### config.mk
export PLATFORM = sky130hd
export DESIGN_NAME = risc16_uart_mmio
export DESIGN_NICKNAME = d
export VERILOG_FILES = /design/src/rtl/risc16_uart_mmio.sv
export SDC_FILE = /design/constraint.sdc
export NUM_CORES = 1
export LEC_CHECK = 0
export CORE_AREA = 2 2 163 165
export DETAILED_ROUTE_END_ITERATION = 10
export DIE_AREA = 0 0 165 167
export DONT_BUFFER_PORTS = 1
export MAX_ROUTING_LAYER = met4
export SETUP_SLACK_MARGIN = 0.05
export SYNTH_ARGS = -nofsm -noshare
export SYNTH_HDL_FRONTEND = slang
export SYNTH_SLANG_ARGS = --single-unit
export TNS_END_PERCENT = 20
### constraint.sdc
create_clock -name clk -period 4.3 [get_ports clk]
set_input_delay 0.43 -clock clk [delete_from_list [all_inputs] [get_ports clk]]
set_output_delay 0.43 -clock clk [all_outputs]
set_load 0.02 [all_outputs]
### src/rtl/risc16_uart_mmio.sv
// risc16_uart_mmio
//   Memory-mapped 8N1 UART transmitter on the risc16f data bus. It decodes an
//   8-byte register window at IO_BASE, queues byte writes into a TX FIFO and
//   serialises them LSB first on txd. Reads are combinational, so the top level
//   can mux io_rdata onto the core's ddin whenever io_sel is high.
//
//   Optional feature: define RISC16_UART_PARITY_EN to insert a parity bit
//   between the data bits and the stop bit. The bit is even parity, or odd
//   parity when CTRL.par_odd=1, and the frame grows to 11 bits. Without the
//   macro the frame is 10 bits and CTRL bit 2 is not writable and reads 0.
//
// Register map (offset = daddr[2:1]):
//   0 TXDATA  W: push ddout[7:0]          R: 0
//   1 STATUS  R: {count[7:0], 4'h0, ovf, busy, empty, full}
//             W: ddout[3]=1 clears the sticky ovf flag
//   2 BAUDDIV R/W: bit time = BAUDDIV+1 clk cycles, sampled at each bit start
//   3 CTRL    R/W: {par_odd, irq_en, tx_en}
//
// Ports:
//   clk, rst   clock, synchronous active-high reset
//   daddr      core data byte address (bit 0 ignored)
//   ddout      core write data
//   doe, dwe   core read / write strobes
//   io_sel     comb: daddr falls inside the register window
//   io_rdata   comb read data, 0 unless io_sel & doe
//   txd        serial output, idle high (registered)
//   irq        registered level interrupt: irq_en & FIFO empty & transmitter idle
module risc16_uart_mmio #(
  parameter logic [15:0] IO_BASE     = 16'hFF00,
  parameter int          FIFO_DEPTH  = 8,
  parameter logic [15:0] DEFAULT_DIV = 16'd433
) (
  input  logic        clk,
  input  logic        rst,
  input  logic [15:0] daddr,
  input  logic [15:0] ddout,
  input  logic        doe,
  input  logic        dwe,
  output logic        io_sel,
  output logic [15:0] io_rdata,
  output logic        txd,
  output logic        irq
);

  localparam int PW = $clog2(FIFO_DEPTH);
  localparam int CW = PW + 1;

  typedef enum logic [2:0] {
    S_IDLE,
    S_START,
    S_DATA,
    S_PARITY,
    S_STOP
  } tx_state_t;

  // Bus decode
  logic [1:0] reg_off;
  logic       wr_en;
  assign io_sel  = (daddr[15:3] == IO_BASE[15:3]);
  assign reg_off = daddr[2:1];
  assign wr_en   = dwe & io_sel;

  // Registers
  logic [15:0] baud_div;
  logic        tx_en;
  logic        irq_en;
  logic        par_odd;
  logic        ovf;

  // FIFO
  logic [7:0]    fifo_mem [FIFO_DEPTH];
  logic [PW-1:0] wr_ptr;
  logic [PW-1:0] rd_ptr;
  logic [CW-1:0] count;
  logic          full;
  logic          empty;
  logic          push;
  logic          push_ok;
  logic          pop;

  // Transmitter
  tx_state_t   state;
  logic [15:0] baud_cnt;
  logic [15:0] bit_div;   // divisor latched at the start of the current bit
  logic [2:0]  bit_cnt;
  logic [7:0]  shift;
  logic        busy;

  assign full    = (count == CW'(FIFO_DEPTH));
  assign empty   = (count == '0);
  assign push    = wr_en & (reg_off == 2'd0);
  // Full is judged on the count at the start of the cycle, so a push into a
  // full FIFO is dropped even if the transmitter pops in the same cycle.
  assign push_ok = push & ~full;
  assign busy    = (state != S_IDLE);
  assign pop     = (state == S_IDLE) & tx_en & ~empty;

  // Status count is reported as 8 bits regardless of FIFO depth.
  logic [8:0] count_ext;
  assign count_ext = 9'(count);

  always_ff @(posedge clk) begin
    if (push_ok) begin
      fifo_mem[wr_ptr] <= ddout[7:0];
    end
  end

  always_ff @(posedge clk) begin
    if (rst) begin
      wr_ptr   <= '0;
      rd_ptr   <= '0;
      count    <= '0;
      ovf      <= 1'b0;
      baud_div <= DEFAULT_DIV;
      tx_en    <= 1'b0;
      irq_en   <= 1'b0;
    end else begin
      if (push_ok) begin
        wr_ptr <= wr_ptr + PW'(1);
      end
      if (pop) begin
        rd_ptr <= rd_ptr + PW'(1);
      end
      case ({push_ok, pop})
        2'b10:   count <= count + CW'(1);
        2'b01:   count <= count - CW'(1);
        default: count <= count;
      endcase

      if (push & full) begin
        ovf <= 1'b1;
      end else if (wr_en && reg_off == 2'd1 && ddout[3]) begin
        ovf <= 1'b0;
      end

      if (wr_en && reg_off == 2'd2) begin
        baud_div <= ddout;
      end
      if (wr_en && reg_off == 2'd3) begin
        tx_en  <= ddout[0];
        irq_en <= ddout[1];
      end
    end
  end

`ifdef RISC16_UART_PARITY_EN
  logic par_odd_q;
  logic par_bit;
  assign par_odd = par_odd_q;

  always_ff @(posedge clk) begin
    if (rst) begin
      par_odd_q <= 1'b0;
    end else if (wr_en && reg_off == 2'd3) begin
      par_odd_q <= ddout[2];
    end
  end
`else
  assign par_odd = 1'b0;
`endif

  // TX FSM. txd is registered and always takes the value of the bit that the
  // state being entered transmits, so there is no combinational glitch on txd.
  always_ff @(posedge clk) begin
    if (rst) begin
      state    <= S_IDLE;
      txd      <= 1'b1;
      baud_cnt <= '0;
      bit_div  <= '0;
      bit_cnt  <= '0;
      shift    <= '0;
`ifdef RISC16_UART_PARITY_EN
      par_bit  <= 1'b0;
`endif
    end else if (state == S_IDLE) begin
      txd <= 1'b1;
      if (pop) begin
        shift    <= fifo_mem[rd_ptr];
`ifdef RISC16_UART_PARITY_EN
        par_bit  <= (^fifo_mem[rd_ptr]) ^ par_odd;
`endif
        txd      <= 1'b0;
        baud_cnt <= '0;
        bit_div  <= baud_div;
        state    <= S_START;
      end
    end else if (baud_cnt != bit_div) begin
      baud_cnt <= baud_cnt + 16'd1;
    end else begin
      // Bit boundary: pick up any new divisor for the next bit.
      baud_cnt <= '0;
      bit_div  <= baud_div;
      case (state)
        S_START: begin
          txd     <= shift[0];
          bit_cnt <= '0;
          state   <= S_DATA;
        end
        S_DATA: begin
          if (bit_cnt == 3'd7) begin
`ifdef RISC16_UART_PARITY_EN
            txd   <= par_bit;
            state <= S_PARITY;
`else
            txd   <= 1'b1;
            state <= S_STOP;
`endif
          end else begin
            bit_cnt <= bit_cnt + 3'd1;
            shift   <= {1'b0, shift[7:1]};
            txd     <= shift[1];
          end
        end
        S_PARITY: begin
          txd   <= 1'b1;
          state <= S_STOP;
        end
        default: begin
          txd   <= 1'b1;
          state <= S_IDLE;
        end
      endcase
    end
  end

  always_ff @(posedge clk) begin
    if (rst) begin
      irq <= 1'b0;
    end else begin
      irq <= irq_en & empty & ~busy;
    end
  end

  always_comb begin
    io_rdata = 16'h0000;
    if (io_sel & doe) begin
      case (reg_off)
        2'd1:    io_rdata = {count_ext[7:0], 4'h0, ovf, busy, empty, full};
        2'd2:    io_rdata = baud_div;
        2'd3:    io_rdata = {13'h0000, par_odd, irq_en, tx_en};
        default: io_rdata = 16'h0000;
      endcase
    end
  end

  // Address bit 0 and unreported count bits are intentionally ignored.
  logic unused_bits;
`ifdef RISC16_UART_PARITY_EN
  assign unused_bits = ^{daddr[0], count_ext[8]};
`else
  assign unused_bits = ^{daddr[0], count_ext[8], ddout[2]};
`endif

endmodule

=== Yosys cells after proc, flatten, opt, wreduce, memory -nomap -nowiden ===
Memory sizes are Yosys's and may differ from the RTL's. A register that Yosys moved wholly into a read port is not among the register bits.
Cells that the tools add are included.

* RAM bits: 64
* Output and inout port bits: 19
* Input port bits: 36
* Register bits: 77
* Memories kept: 1

{| class="wikitable"
|+ Memory list
! name !! words !! bits a word !! rd ports !! clocked after memory_dff !! write ports !! line !! RTL
|-
| fifo_mem || 8 || 8 || 1 || 1 || 1 || 71 || <nowiki>logic [7:0] fifo_mem [FIFO_DEPTH];</nowiki>
|}

* Mux-type cells: 32
* Equal/unequal tests: 17
* Bitwise gates (word level): 14
* Reductions and logical operators: 16
* Add/sub/neg operators: 6

{| class="wikitable"
|+ Operators by type and width
! kind !! count
|-
| $mux W16 || 7
|-
| $pmux W16 S3 || 1
|-
| $mux W8 || 5
|-
| $mux W3 || 7
|-
| $add A16 B1 Y16 const B || 1
|-
| $ne A16 B16 Y1 || 1
|-
| $eq A13 B13 Y1 const B || 1
|-
| $add A3 B1 Y3 const B || 3
|-
| $and A1 B1 Y1 || 9
|-
| $pmux W3 S3 || 1
|-
| $mux W1 || 8
|-
| $ne A2 B2 Y1 const B || 4
|-
| $pmux W4 S2 || 1
|-
| $reduce_and A4 Y1 || 2
|-
| $reduce_bool A2 Y1 || 4
|-
| $eq A2 B2 Y1 const B || 3
|-
| $eq A3 B2 Y1 const B || 2
|-
| $pmux W3 S2 || 1
|-
| $not A1 Y1 || 5
|-
| $add A4 B1 Y4 const B || 1
|-
| $eq A2 B1 Y1 const B || 2
|-
| $eq A4 B4 Y1 const B || 1
|-
| $logic_and A1 B1 Y1 || 4
|-
| $logic_not A4 Y1 || 1
|-
| other kinds (10) || 10
|}

=== Longest topological paths before layout ===
* Word-level depth: 6
* Gate-level depth with buffers: 11
* Depth with buffers taken out: 10

=== Least setup slack after synthesis ===
No wires, ideal clock.

* Kind: input to register
* From: in daddr[4]
* To: reg count[2]
* Required time: 4.229 ns
* Arrival: 3.127 ns
* Setup slack: 1.103 ns
* Cell stages on the path: 10
* Path through: or4_4 nor4_4 nand3_2 ha_1 xor2_1 ha_1 a21oi_1 xor2_1 or3_1 a21oi_1

* Longest elaborated chain between the ends: 6
* Elaborated cells between the ends (all ways): 8
* Those cells by class: 3 x eq/ne; 1 x mux; 3 x bitwise; 1 x reduce/logical

{| class="wikitable"
|+ RTL lines
! item !! line !! RTL
|-
| start: declaration || 35 || <nowiki>input logic [15:0] daddr,</nowiki>
|-
| $eq A13 B13 Y1 * || 59 || <nowiki>assign io_sel = (daddr[15:3] == IO_BASE[15:3]);</nowiki>
|-
| net io_sel || 39 || <nowiki>output logic io_sel,</nowiki>
|-
| $and A1 B1 Y1 * || 61 || <nowiki>assign wr_en = dwe & io_sel;</nowiki>
|-
| $and A1 B1 Y1 * || 91 || <nowiki>assign push = wr_en & (reg_off == 2'd0);</nowiki>
|-
| $and A1 B1 Y1 * || 94 || <nowiki>assign push_ok = push & ~full;</nowiki>
|-
| $eq A2 B1 Y1 / $eq A2 B2 Y1 (equally long branches) || 124 || <nowiki>case ({push_ok, pop})</nowiki>
|-
| $pmux W4 S2 / $reduce_bool A2 Y1 (equally long branches) || -- ||
|-
| end signal: assignment || 125 || <nowiki>2'b10: count <= count + CW'(1);</nowiki>
|-
| end signal: assignment || 126 || <nowiki>2'b01: count <= count - CW'(1);</nowiki>
|-
| end signal: assignment || 127 || <nowiki>default: count <= count;</nowiki>
|-
| end: declaration || 74 || <nowiki>logic [CW-1:0] count;</nowiki>
|}

Mark *: on every way through the listed nets, which the timed path passes. The rest lies on a longest branch.
A chain may end at the register's enable or synchronous reset.

=== Worst setup path after layout ===
* From: in daddr[4]
* To: out io_rdata[6]

* Longest elaborated chain between the ends: 3

{| class="wikitable"
|+ RTL lines
! item !! line !! RTL
|-
| $eq A13 B13 Y1 || 59 ||
|-
| $and A1 B1 Y1 || 236 || <nowiki>if (io_sel & doe) begin</nowiki>
|-
| $mux W16 || 236 ||
|-
| end: declaration || 40 || <nowiki>output logic [15:0] io_rdata,</nowiki>
|}

Every way passes these cells.

==> summary.txt <==
Logic synthesis
  – Syn_nets: 600
  – Post-synth EDFFs: 64
  – Synth Instances: 556
  – Post-synth cell types: 54
  – Ys Warns: 0
  – Synth Cell Area: 0.00639 mm2
  – Syn avg cell area: 11.5 um2
  – Yosys reg bits: 144
  – Sequential share of the synthesized area: 55.2%
  – Ys async rst share: 0%
  – Top FF cell, synth: dfxtp_1

Hold path
  – Hold worst-path end: fifo_mem[6][1]
  – Hold WC Path Type: primary input to register
  – Worst min-delay path startpoint: ddout[1]
  – Hold depth: 0

GRT
  – Global route total overflow: 0
  – Initial antenna violation count: 0
  – First-pass GRT wire length: 22,100 um
  – Vias in the first global route: between 4,000 and 5,000
  – Largest net degree at the start of global routing: 61
  – GRT Overall Usage: 10.6%

Timing
  – RSZ-0062 raised after global routing: false
  – Fin crit share: 67.8%
  – FMAX: 343 MHz
  – Final Setup Violations: 0
  – Tmin final: 2.91 ns
  – Final hold violation count: 0
  – Slew margin rel.: between 20% and 30%
  – Final Max Slew Viols: 0
  – Skew final: around 0.012 ns
  – Setup Total Neg Slack: 0 ns
  – Worst Tran Pin Value: 1.10 ns

Power
  – Static Leak: 0.00273 uW
  – Sw Share: 23.0%
  – PD cells: 392 mW/mm2
  – Comb power frac: 0.9%
  – Clock power share: approximately half
  – Seq pwr share: 49.9%
  – Tot Pwr: ~2900 uW
  – Max IR drop VDD: around 0.00023 V
  – Switch Pwr: 658 uW
  – Internal cell power: around 2200 uW

Route
  – Final ANT Viol Nets: 0
  – # DRC: 0
  – 1st-iter DRT viols: 180
  – Routed WL per cell: 15.1 um
  – Vias per cell: roughly 4.6
  – Top sig layer: met4
  – Total number of vias: 4,112
  – DR pass1 iterations: 4
  – M1 wire length: 6270 um
  – Routed wl met3: 581 um
  – Routed WL: 13,600 um
  – Met2 WL: about 6600 um

Die
  – Row count: 59
  – Core ar.: 0.0258 mm2
  – # IOs: 55
  – Die X: 165 um
  – DIE HEIGHT: 167 um
  – Die area: 0.0276 mm2
  – Starting Density: 24.8%

Worst setup path
  – Worst-case reg-to-reg path depth: 10
  – Worst EP required: 3.87 ns
  – Startpoint types: primary input
  – Flop2flop setup slack: 1.51 ns
  – CP arrival: 2.48 ns
  – RR Startpoint: count[0]
  – Crit Path Max Fanout: 9
  – Crit end category: output port
  – Worst reg2reg path endpoint: count[2]
  – Crit Path Class: primary input to output port

Clock network
  – Post-CTS Setup Bufs: 0
  – CTS tree: yes
  – H-tree depth: 4
  – Post-CTS Hold Buffers: 0
  – CTS Sinks: 144
  – Number of CTS-inserted buffers: 17
  – Clock root buffer: clkbuf_16
  – Worst skew pair latency: around 0.42 ns
  – PostCTS Resize Cnt: 0
  – Clock Path Buffers: 2
  – Clock Pin Slew Worst Setup and Hold Paths: 0.07 ns

Placement
  – PortBufs: 0
  – Gpl congestion: approximately 0.77
  – Detailed placer's ending HPWL: between 9000 and 10,000 um

Layout
  – Diodes inserted: 0
  – Final nets: a little under 600
  – Filler Cell Count: ~2,600
  – Area Overhead vs Synth: 14.4%
  – Share of cells above drive strength 1: 13.3%
  – Util after Layout: about 28%

Run
  – Max cap viols: 0

Outcome
  – Status: finished, final reports clean
## synthesized netlist by cell type, types with 2 or more instances
| library cell | instances | share of area (%) |
|---|---|---|
| nor4bb_1 | 2 | 0.31 |
| a41oi_1 | 5 | 0.69 |
| nor2b_1 | 9 | 0.88 |
| o311ai_0 | 2 | 0.27 |
| a31oi_1 | 2 | 0.20 |
| xnor2_1 | 3 | 0.41 |
| nor3_1 | 8 | 0.63 |
| xor2_1 | 26 | 3.6 |
| nand2_1 | 68 | 4.0 |
| a22oi_1 | 8 | 0.94 |
| and4_1 | 3 | 0.41 |
| nor4_1 | 4 | 0.39 |
| edfxtp_1 | 64 | 30 |
| a21oi_1 | 18 | 1.4 |
| mux2_2 | 8 | 1.4 |
| ha_1 | 8 | 1.6 |
| buf_1 | 3 | 0.18 |
| mux4_2 | 16 | 5.6 |
| nand4_1 | 17 | 1.7 |
| o211ai_1 | 2 | 0.23 |
| mux2i_1 | 49 | 7.7 |
| o22ai_1 | 2 | 0.20 |
| buf_2 | 3 | 0.23 |
| o21ai_0 | 19 | 1.5 |
| or3_1 | 4 | 0.39 |
| inv_1 | 6 | 0.35 |
| clkbuf_1 | 21 | 1.2 |
| nand2b_1 | 4 | 0.39 |
| a31o_2 | 2 | 0.27 |
| dfxtp_1 | 80 | 25 |
| nand3_1 | 10 | 0.78 |
| and3_1 | 4 | 0.39 |
| nor4b_1 | 2 | 0.27 |
| and2_1 | 8 | 0.78 |
| nor2_1 | 47 | 2.8 |
## per-stage QoR
step,std cells,hold slack (ns),area (um2),setup WS [ns]
after floorplan,556,0.442,6390,1.10
after global routing,901,0.0813,7310,1.27
final,901,0.0990,7310,1.39
after global placement,869,0.449,6740,1.43
after CTS,901,0.0839,7310,1.37
after detailed placement,869,0.464,6740,1.36
## per-layer routing
layer	GRT usage (%)	up-vias
met1	13.4	1968
li1	-	2029
met3	2.17	12
met4	4.35	0
met2	16.6	103
met5	-	-
## worst max path at each step
stage          startpoint          end  slack [ns]  depth (start not counted)
2_1_floorplan    daddr[4]     count[2]        1.10                         10
3_3_place_gp     daddr[4]     count[2]        1.43                         10
6_report         daddr[4]  io_rdata[6]        1.39                          6
3_5_place_dp     daddr[4]  io_rdata[6]        1.36                          6
5_1_grt          daddr[4]  io_rdata[6]        1.27                          6
4_1_cts          daddr[4]  io_rdata[6]        1.37                          6
## critical path: stages
cell,delay [ns]
or4_4,0.53
nor4_4,0.30
buf_4,0.26
nand2_2,0.18
nor3_2,0.44
and2_1,0.34
## flip-flops by register name, summed over array words and instances (netlist names), 3 cells and up, named ones only
register	cells
fifo_mem	64
baud_cnt	16
baud_div	16
bit_div	16
shift	8
count	4
bit_cnt	3
rd_ptr	3
state	3
wr_ptr	3
## layout by cell type (no fill, tap or decap), types with 3 or more instances in the layout
| cell | instances |
|---|---|
| xor2_1 | 26 |
| edfxtp_1 | 64 |
| nor2_1 | 47 |
| mux4_2 | 16 |
| and3_1 | 4 |
| inv_6 | 8 |
| or3_1 | 4 |
| buf_4 | 7 |
| and2_1 | 8 |
| inv_8 | 4 |
| nand4_1 | 17 |
| dfxtp_1 | 80 |
| a21oi_1 | 17 |
| nand3_1 | 10 |
| nand2_1 | 68 |
| nor3_1 | 8 |
| and4_1 | 3 |
| xnor2_1 | 3 |
| inv_1 | 6 |
| nor2b_1 | 9 |
| nand2b_1 | 4 |
| a41oi_1 | 5 |
| mux2i_1 | 49 |
| ha_1 | 8 |
| mux2_2 | 8 |
| o21ai_0 | 19 |
| nor4_1 | 4 |
| clkbuf_16 | 17 |
| a22oi_1 | 8 |
## power groups by stage
stage	Sequential [uW]	Combinational (uW)	Clock [uW]
global route	1430	28.0	1490
CTS	1430	25.4	1430
global placement	1460	25.1	0
finish	1430	25.0	1410
detailed placement	1460	25.4	0
floorplan	1460	26.9	0
## cell families (layout without fill, tap and decap cells)
family / count (synthesis) / count (layout) / share of synthesized area [%]
compound gates: 66 / 66 / 6.48
xor+xnor: 29 / 29 / 3.98
fa+ha+maj: 8 / 8 / 1.57
buf+inv: 36 / 46 / 2.35
flops: 144 / 144 / 55.2
mux: 73 / 73 / 14.7
simple gates: 200 / 200 / 15.7
## layout make-up
cell class                      instances  area, um2  share of cell area, %
Sequential cell                       144       3520                   48.2
Timing Repair Buffer                    7       52.6                  0.719
Multi-Input combinational cell        376       2720                   37.2
Clock buffer                           17        425                   5.82
Tap cell                              335        419                   5.74
Clock inverter                         15        141                   1.94
Inverter                                7       26.3                  0.360
No activity file was read; power rests on OpenSTA's default activity.
